==> config.mk <==
export PLATFORM = sky130hd
export DESIGN_NAME = store_rmw_unit
export DESIGN_NICKNAME = d
export VERILOG_FILES = /design/src/rtl/store_rmw_unit_pkg.sv /design/src/rtl/store_rmw_unit_byte_lane_merge.sv /design/src/rtl/store_rmw_unit.sv
export SDC_FILE = /design/constraint.sdc
export NUM_CORES = 1
export LEC_CHECK = 0
export BUFFER_PORTS_ARGS = -buffer_cell sky130_fd_sc_hd__buf_2
export CAP_MARGIN = 20
export CORE_ASPECT_RATIO = 0.7
export CORE_UTILIZATION = 47
export CTS_CLUSTER_DIAMETER = 80
export DETAILED_ROUTE_END_ITERATION = 10
export MAX_ROUTING_LAYER = met4
export PLACE_DENSITY = 0.85
export SYNTH_ARGS = -nofsm -noshare
export SYNTH_HDL_FRONTEND = slang
export SYNTH_SLANG_ARGS = --single-unit
==> constraint.sdc <==
create_clock -name clk -period 2 [get_ports clk]
set_input_delay 0 -clock clk [delete_from_list [all_inputs] [get_ports clk]]
set_output_delay 0 -clock clk [all_outputs]
set_load 0.02 [all_outputs]
==> src/rtl/store_rmw_unit_pkg.sv <==
// MEM-stage store definitions shared by the store RMW unit.
// Size encodings, state encoding and the request legality check.
package store_rmw_unit_pkg;

  localparam logic [1:0] SZ_BYTE = 2'b00;
  localparam logic [1:0] SZ_HALF = 2'b01;
  localparam logic [1:0] SZ_WORD = 2'b10;
  localparam logic [1:0] SZ_ILL  = 2'b11;

  typedef enum logic [2:0] {
    ST_IDLE  = 3'd0,
    ST_READ  = 3'd1,
    ST_MERGE = 3'd2,
    ST_WRITE = 3'd3,
    ST_ERR   = 3'd4
  } state_e;

  function automatic logic req_bad(
    input logic [1:0] sz,
    input logic [1:0] off
  );
    logic bad;
    bad = 1'b0;
    case (sz)
      SZ_HALF: bad = off[0];
      SZ_WORD: bad = (off != 2'b00);
      SZ_ILL:  bad = 1'b1;
      default: bad = 1'b0;
    endcase
    return bad;
  endfunction

endpackage

==> src/rtl/store_rmw_unit_byte_lane_merge.sv <==
// Inserts a byte or halfword into a 32-bit word at the addressed lane.
// Lane order is selectable between little- and big-endian.
module byte_lane_merge
  import store_rmw_unit_pkg::*;
(
  input  logic [31:0] old_word_i,
  input  logic [31:0] new_data_i,
  input  logic [1:0]  size_i,
  input  logic [1:0]  off_i,
  input  logic        big_i,
  output logic [31:0] merged_o
);

  logic [1:0] lane;

  always_comb begin
    merged_o = old_word_i;
    // big-endian byte lane index is 3-offset
    lane = big_i ? ~off_i : off_i;
    case (size_i)
      SZ_BYTE: merged_o[{lane, 3'b000} +: 8] = new_data_i[7:0];
      SZ_HALF: begin
        if (off_i[1] ^ big_i) begin
          merged_o[31:16] = new_data_i[15:0];
        end else begin
          merged_o[15:0] = new_data_i[15:0];
        end
      end
      SZ_WORD: merged_o = new_data_i;
      default: merged_o = old_word_i;
    endcase
  end

endmodule

==> src/rtl/store_rmw_unit.sv <==
// Narrows byte/half/word stores onto a word-wide memory without byte
// enables, using read-modify-write for sub-word stores.
module store_rmw_unit
  import store_rmw_unit_pkg::*;
#(
  parameter int ADDR_W     = 32,
  parameter bit ENDIAN_BIG = 1'b0
) (
  input  logic              clk,
  input  logic              reset,
  input  logic              req_valid,
  input  logic [1:0]        req_size,
  input  logic [ADDR_W-1:0] req_addr,
  input  logic [31:0]       req_data,
  output logic              req_ready,
  output logic              busy,
  output logic              done,
  output logic              misalign_err,
  output logic [ADDR_W-1:0] mem_addr,
  output logic              mem_rd_en,
  input  logic [31:0]       mem_rd_data,
  output logic              mem_wr_en,
  output logic [31:0]       mem_wr_data
);

  state_e            state_q, state_d;
  logic [ADDR_W-1:0] addr_q;
  logic [1:0]        size_q;
  logic [31:0]       data_q;
  logic [31:0]       merge_q;
  logic [31:0]       merged;
  logic              idle;
  logic              accept;
  logic [ADDR_W-1:0] word_addr;

  assign idle      = (state_q == ST_IDLE);
  assign accept    = req_valid && idle;
  assign word_addr = {addr_q[ADDR_W-1:2], 2'b00};

  byte_lane_merge u_merge (
    .old_word_i (mem_rd_data),
    .new_data_i (data_q),
    .size_i     (size_q),
    .off_i      (addr_q[1:0]),
    .big_i      (ENDIAN_BIG),
    .merged_o   (merged)
  );

  always_ff @(posedge clk) begin
    if (reset) begin
      state_q <= ST_IDLE;
      addr_q  <= '0;
      size_q  <= '0;
      data_q  <= '0;
      merge_q <= '0;
    end else begin
      state_q <= state_d;
      if (accept) begin
        addr_q <= req_addr;
        size_q <= req_size;
        data_q <= req_data;
      end
      if (state_q == ST_MERGE) begin
        merge_q <= merged;
      end
    end
  end

  always_comb begin
    state_d = state_q;
    case (state_q)
      ST_IDLE: begin
        if (req_valid) begin
          if (req_bad(req_size, req_addr[1:0])) begin
            state_d = ST_ERR;
          end else if (req_size == SZ_WORD) begin
            state_d = ST_WRITE;
          end else begin
            state_d = ST_READ;
          end
        end
      end
      ST_READ:  state_d = ST_MERGE;
      ST_MERGE: state_d = ST_WRITE;
      ST_WRITE: state_d = ST_IDLE;
      ST_ERR:   state_d = ST_IDLE;
      default:  state_d = ST_IDLE;
    endcase
  end

  // reset masks strobes so an in-flight WRITE never reaches memory
  always_comb begin
    req_ready    = idle || reset;
    busy         = !idle && !reset;
    done         = 1'b0;
    misalign_err = 1'b0;
    mem_addr     = '0;
    mem_rd_en    = 1'b0;
    mem_wr_en    = 1'b0;
    mem_wr_data  = '0;
    if (!reset) begin
      case (state_q)
        ST_READ: begin
          mem_rd_en = 1'b1;
          mem_addr  = word_addr;
        end
        ST_WRITE: begin
          mem_wr_en   = 1'b1;
          done        = 1'b1;
          mem_addr    = word_addr;
          mem_wr_data = (size_q == SZ_WORD) ? data_q : merge_q;
        end
        ST_ERR:  misalign_err = 1'b1;
        default: ;
      endcase
    end
  end

endmodule

; ---- After elaboration in Yosys (flattened, before gate mapping)
; Index checks and enable logic that the tools add are counted.
[word_totals]
register_bits = 101
output_inout_bits = 70
wordCells = 49
[classes]
addsub = 1
n_eq_ne = 10
shifts = 2
mux = 22
reduce_logical = 9
[op_table]
columns = cell, count
row1 = $mux W32, 5
row2 = $pmux W32 S3, 1
row3 = $bwmux W32, 1
row4 = $mux W16, 2
row5 = $shift A8 B7 Y32 const A, 1
row6 = $shiftx A8 B7 Y32, 1
row7 = $pmux W3 S3, 1
row8 = $mux W1, 8
row9 = $neg A5 Y7, 1
row10 = $eq A2 B2 Y1 const B, 3
row11 = $eq A3 B2 Y1 const B, 2
row12 = $mux W3, 2
row13 = $eq A2 B1 Y1 const B, 2
row14 = $eq A3 B1 Y1 const B, 1
row15 = $eq A3 B3 Y1 const B, 1
row16 = $logic_not A3 Y1, 1
row17 = $pmux W1 S3, 1
row18 = $logic_and A1 B1 Y1, 2
row19 = $logic_not A1 Y1, 2
row20 = $logic_not A2 Y1, 1
row21 = $mux W2, 1
row22 = $ne A2 B2 Y1 const B, 1
row23 = $reduce_bool A2 Y1, 1
row24 = $reduce_or A2 Y1, 1
row25 = $logic_or A1 B1 Y1, 1

; ---- Depth between registers and ports, before layout
[logic_depth]
depth_word = 7
ltp_mapped = 9

; ---- By module
; From an unflattened synthesis, not the netlist that was laid out.
[unflattened]
cells_unflattened = 708
hier_area_um2 = 5263.8
[modules_own_cells]
columns = mod, n_inst, cells_each, area_per_inst_um2, seq_area_each_um2
row1 = store_rmw_unit, 1, 596, 4448.0, 2021.9
row2 = byte_lane_merge, 1, 112, 815.8, 0.0

; ---- Least setup slack after synthesis
; Ideal clock, no wire load.
[synth_path]
path_type = reg-to-reg
startpoint = register addr_q[1]
endpoint = register merge_q[10]
setup_ns = 0.074
t_arrival_ns = 1.977
setup_slack_ns = -0.052
stages_incl_launch_ff = 9
n_path_buf = 2
cell_sequence = dfxtp_1 > buf_2 > clkinv_1 > ha_1 > and4b_1 > clkbuf_1 > a21oi_1 > o22a_1 > o21ai_0
[synth_via]
elab_chain_cells = 4
elab_cells_between_ends = 6
classes_between = add/sub: 1 / shift: 2 / mux: 3
[synth_lines]
columns = item, line
row1 = start: declaration, store_rmw_unit.sv:27  ; logic [ADDR_W-1:0] addr_q;
row2 = start signal: assignment, store_rmw_unit.sv:59  ; addr_q <= req_addr;
row3 = $neg A5 Y7, store_rmw_unit_byte_lane_merge.sv:21  ; SZ_BYTE: merged_o[{lane, 3'b000} +: 8] = new_data_i[7:0];
row4 = $shiftx A8 B7 Y32 or $shift A8 B7 Y32 (tied branches), store_rmw_unit_byte_lane_merge.sv:21
row5 = $bwmux W32, store_rmw_unit_byte_lane_merge.sv:21
row6 = $pmux W32 S3 *, store_rmw_unit_byte_lane_merge.sv:20  ; case (size_i)
row7 = end signal: assignment, store_rmw_unit.sv:64  ; merge_q <= merged;
row8 = end: declaration, store_rmw_unit.sv:30  ; logic [31:0] merge_q;
; Mark *: on every way between the ends. The rest lies on a longest branch, timed or not.
; A chain may end at the register's enable or synchronous reset.

; ---- Worst setup path after layout
[layout_path]
startpoint = register size_q[0]
endpoint = output port mem_wr_data[14]
[layout_via]
elab_chain_cells = 4
[layout_lines]
columns = item, line
row1 = start: declaration, store_rmw_unit.sv:28  ; logic [1:0] size_q;
row2 = start signal: assignment, store_rmw_unit.sv:60  ; size_q <= req_size;
row3 = $eq A2 B2 Y1, store_rmw_unit.sv:111  ; mem_wr_data = (size_q == SZ_WORD) ? data_q : merge_q;
row4 = $mux W32, store_rmw_unit.sv:111
row5 = $mux W32, store_rmw_unit.sv:102  ; case (state_q)
row6 = $mux W32, store_rmw_unit.sv:101  ; if (!reset) begin
row7 = end: declaration, store_rmw_unit.sv:23  ; output logic [31:0] mem_wr_data
; Every way passes these cells.

==> metrics.md <==
| Metric | Value |
|---|---|
| I/O Buffers | 168 |
| Clk buf depth | 2 |
| Crit start category | flip-flop |
| # IOs | ~170 |
| Final nets | 1,149 |
| Hold Fails Final Rpt | 0 |
| Total CTS buffers | 9 |
| Worst EP required | 2000 ps |
| Hold Crit Start | mem_rd_data[2] |
| Yosys reg bits | 101 |
| Final worst clock skew | approximately 11 ps |
| Final Non-Filler Cells | 1,205 |
| Remaining Overflow, GRT | 0 |
| TritonCTS clock tree | done |
| Clock Latency Late Sink | 360 ps |
| Post-layout util | 67.2% |
| Core area | 11,800 µm² |
| Synthesized area | ~5700 µm² |
| Vert. Die Dim | 94.5 µm |
| Max Cap Viol | 0 |
| Final Setup Violations | 0 |
| Post-synth top area share | around a third |
| Layout cells sized above 1 | 22.4% |
| Initial antenna violation count | 0 |
| Clock sink count | between 100 and 150 |
| Setup CP Type | reg2out |
| Final period utilization | 94.7% |
| Avg Inst Size Synth | 7.00 µm² |
| F_max | 528 MHz |
| WHS Endpoint | merge_q[2] |
| Sw Share | 32.3% |
| Synth Instances | 820 |
| R2R Path Start | addr_q[1] |
| # DRC | 0 |
| Comb pwr share | 24.2% |
| Asr flop ratio synth | 0% |
| Ant. Diodes | 0 |
| Reg2reg path depth | 7 |
| Seq/Total Area, Yosys | 35.2% |
| Outcome | finished clean |
| DR vias/cell | about 5.6 |
| Cell Int Power | approximately 0.0036 W |
| Final Max Tran Viols | 0 |
| Final TNS setup | 0 ps |
| Commonest non-fill, non-tap cells in the layout | nand2_1 (237), buf_2 (168), a21oi_1 (147) |
| Die X-Extent | between 100 and 150 µm |
| Synth top area cells | dfxtp_1 (35%), nand2_1 (16%), a21oi_1 (13%) |
| Maximum vdd drop | 0.470 mV |
| Sequential power share | ~43% |
| FF-to-FF End | merge_q[25] |
| First-pass GRT wire length | 31,700 µm |
| RSZ-0062 raised after global routing | false |
| Largest net degree at the start of global routing | 43 |
| Final WL | approximately 20,000 µm |
| Most common cell after layout, fill and taps aside | nand2_1 |
| Inst Count DP | 1,098 |
| Crit end category | output pin |
| Worst Path Arrival | 1890 ps |
| Synth unique cells | 40 |
| Clk slew on worst S/H paths | 70 ps |
| Fin Hold WS | 3.57 ps |
| Final instance area | 7930 µm² |
| Die Area | approximately 13,000 µm² |
| Slew headroom | 66.5% |
| Ys flop type | dfxtp_1 |
| Total track usage | roughly a third |
| Drt pass-1 iters | 5 |
| Placed Area | 6700 µm² |
| Area grow syn2layout | 38.2% |
| Rows | 33 |
| Number of flops mapped to enable cells by yosys | 0 |
| Placer Congestion | ~0.98 |
| Routed len/inst | 16.6 µm |
| Routed Antenna Nets | 0 |
| H-tree Lvls | 3 |
| Largest area contributor in the netlist | dfxtp_1 |
| Yosys warns | 0 |
| Vias in the first global route | approximately 6,400 |
| Initial DRC Count | 643 |
| Worst Max-Slew Pin Slew | 502 ps |
| CP max FO | 21 |
| Post-layout minimum cycle time | approximately 1900 ps |
| LEAKAGE | about 3.2 nW |
| Routed vias | roughly 6,800 |
| Worst reg2reg setup slack | 110 ps |
| PwrDens | 674 nW/µm² |
| Final HPWL DP | 12,500 µm |
| Clock power frac | roughly a third |
| Root buf cell | clkbuf_16 |
| Hold path cells | 3 |
| P_sw | 0.00173 W |
| Initial Util | 48.6% |
| Worst Hold Class | in2reg |
-- timing repair --
action,in CTS,in global routing
pin swaps,0,1
resized for setup,1,7
endpoints found under the setup margin,1,23
setup buffers,0,1
hold endpoints to repair,91,0
hold buffers,90,0
-- final cells by class --
cell class / instances / area (µm²)
timing repair buffer: 292 / 2010
clock inverter: 7 / 66.3
sequential: 101 / 2030
inverter: 4 / 16.3
fill: 976 / 3870
clock buffer: 9 / 225
tap: 157 / 196
multi-input combinational: 635 / 3390
-- logic make-up (layout without fill, tap and decap cells) --
| family | after synthesis | after routing | synth area share, % |
|---|---|---|---|
| simple gates | 340 | 340 | 27.5 |
| compound gates | 280 | 280 | 28.1 |
| flops | 101 | 101 | 35.2 |
| buf+inv | 85 | 312 | 6.58 |
| mux | 8 | 8 | 1.40 |
| fa+ha+maj | 5 | 5 | 1.09 |
| other cells | 1 | 2 | 0.0653 |
-- worst max-delay path, cell delays in order (launching register included) --
cell and delay, ps:
dfxtp_1 440, buf_4 190, nand2b_1 150, buf_6 210, nand2_1 90, a21oi_1 240, buf_2 220
-- state kept, by name (all words and copies together) (netlist names) --
| name | flops |
|---|---|
| addr_q | 32 |
| merge_q | 32 |
| size_q | 2 |
| state_q | 3 |
| data_q | 32 |
-- synthesized netlist by cell type (7+ instances only) --
library cell,n
a21oi_1,150
o21ai_1,16
dfxtp_1,101
and2_1,39
a22oi_1,8
clkbuf_1,55
nor2b_1,43
nand2_1,238
a211oi_1,24
a221o_1,7
o22a_1,24
mux2i_1,8
buf_4,7
buf_2,13
o21ai_0,48
-- routing by layer --
layer | part of all wire, % | vias to the layer above | GRT usage [%]
li1 | - | 3227 | -
met1 | 42 | 3077 | 41.6
met2 | 46 | 421 | 52.5
met3 | 10 | 35 | 7.62
met4 | 1.6 | 0 | 10.3
met5 | 0 | - | -
-- power groups by stage --
stage | Combinational (W) | Clock, W | Sequential [W]
after CTS | 0.00124 | 0.00179 | 0.00230
after global placement | 0.00108 | 0 | 0.00234
after detailed placement | 0.00110 | 0 | 0.00234
after floorplan | 0.000809 | 0 | 0.00226
final | 0.00129 | 0.00175 | 0.00230
after global routing | 0.00141 | 0.00187 | 0.00232
-- worst max path at each step --
stage / startpoint / to / slack (ps) / cells after the start
finish: size_q[0] / mem_wr_data[14] / 110 / 6
floorplan: addr_q[1] / merge_q[10] / 70 / 8
global route: addr_q[1] / merge_q[25] / 2 / 7
CTS: size_q[0] / mem_wr_data[15] / 80 / 6
detailed placement: addr_q[1] / merge_q[25] / 120 / 7
global placement: addr_q[1] / merge_q[25] / 190 / 7
-- metrics by stage --
step / setup WS [ps] / total power (W)
floorplan: 70.7 / 0.00307
global placement: 189 / 0.00342
detailed placement: 116 / 0.00345
CTS: 84.4 / 0.00533
global route: 2.18 / 0.00561
finish: 106 / 0.00535
No activity file was read; power rests on OpenSTA's default activity.
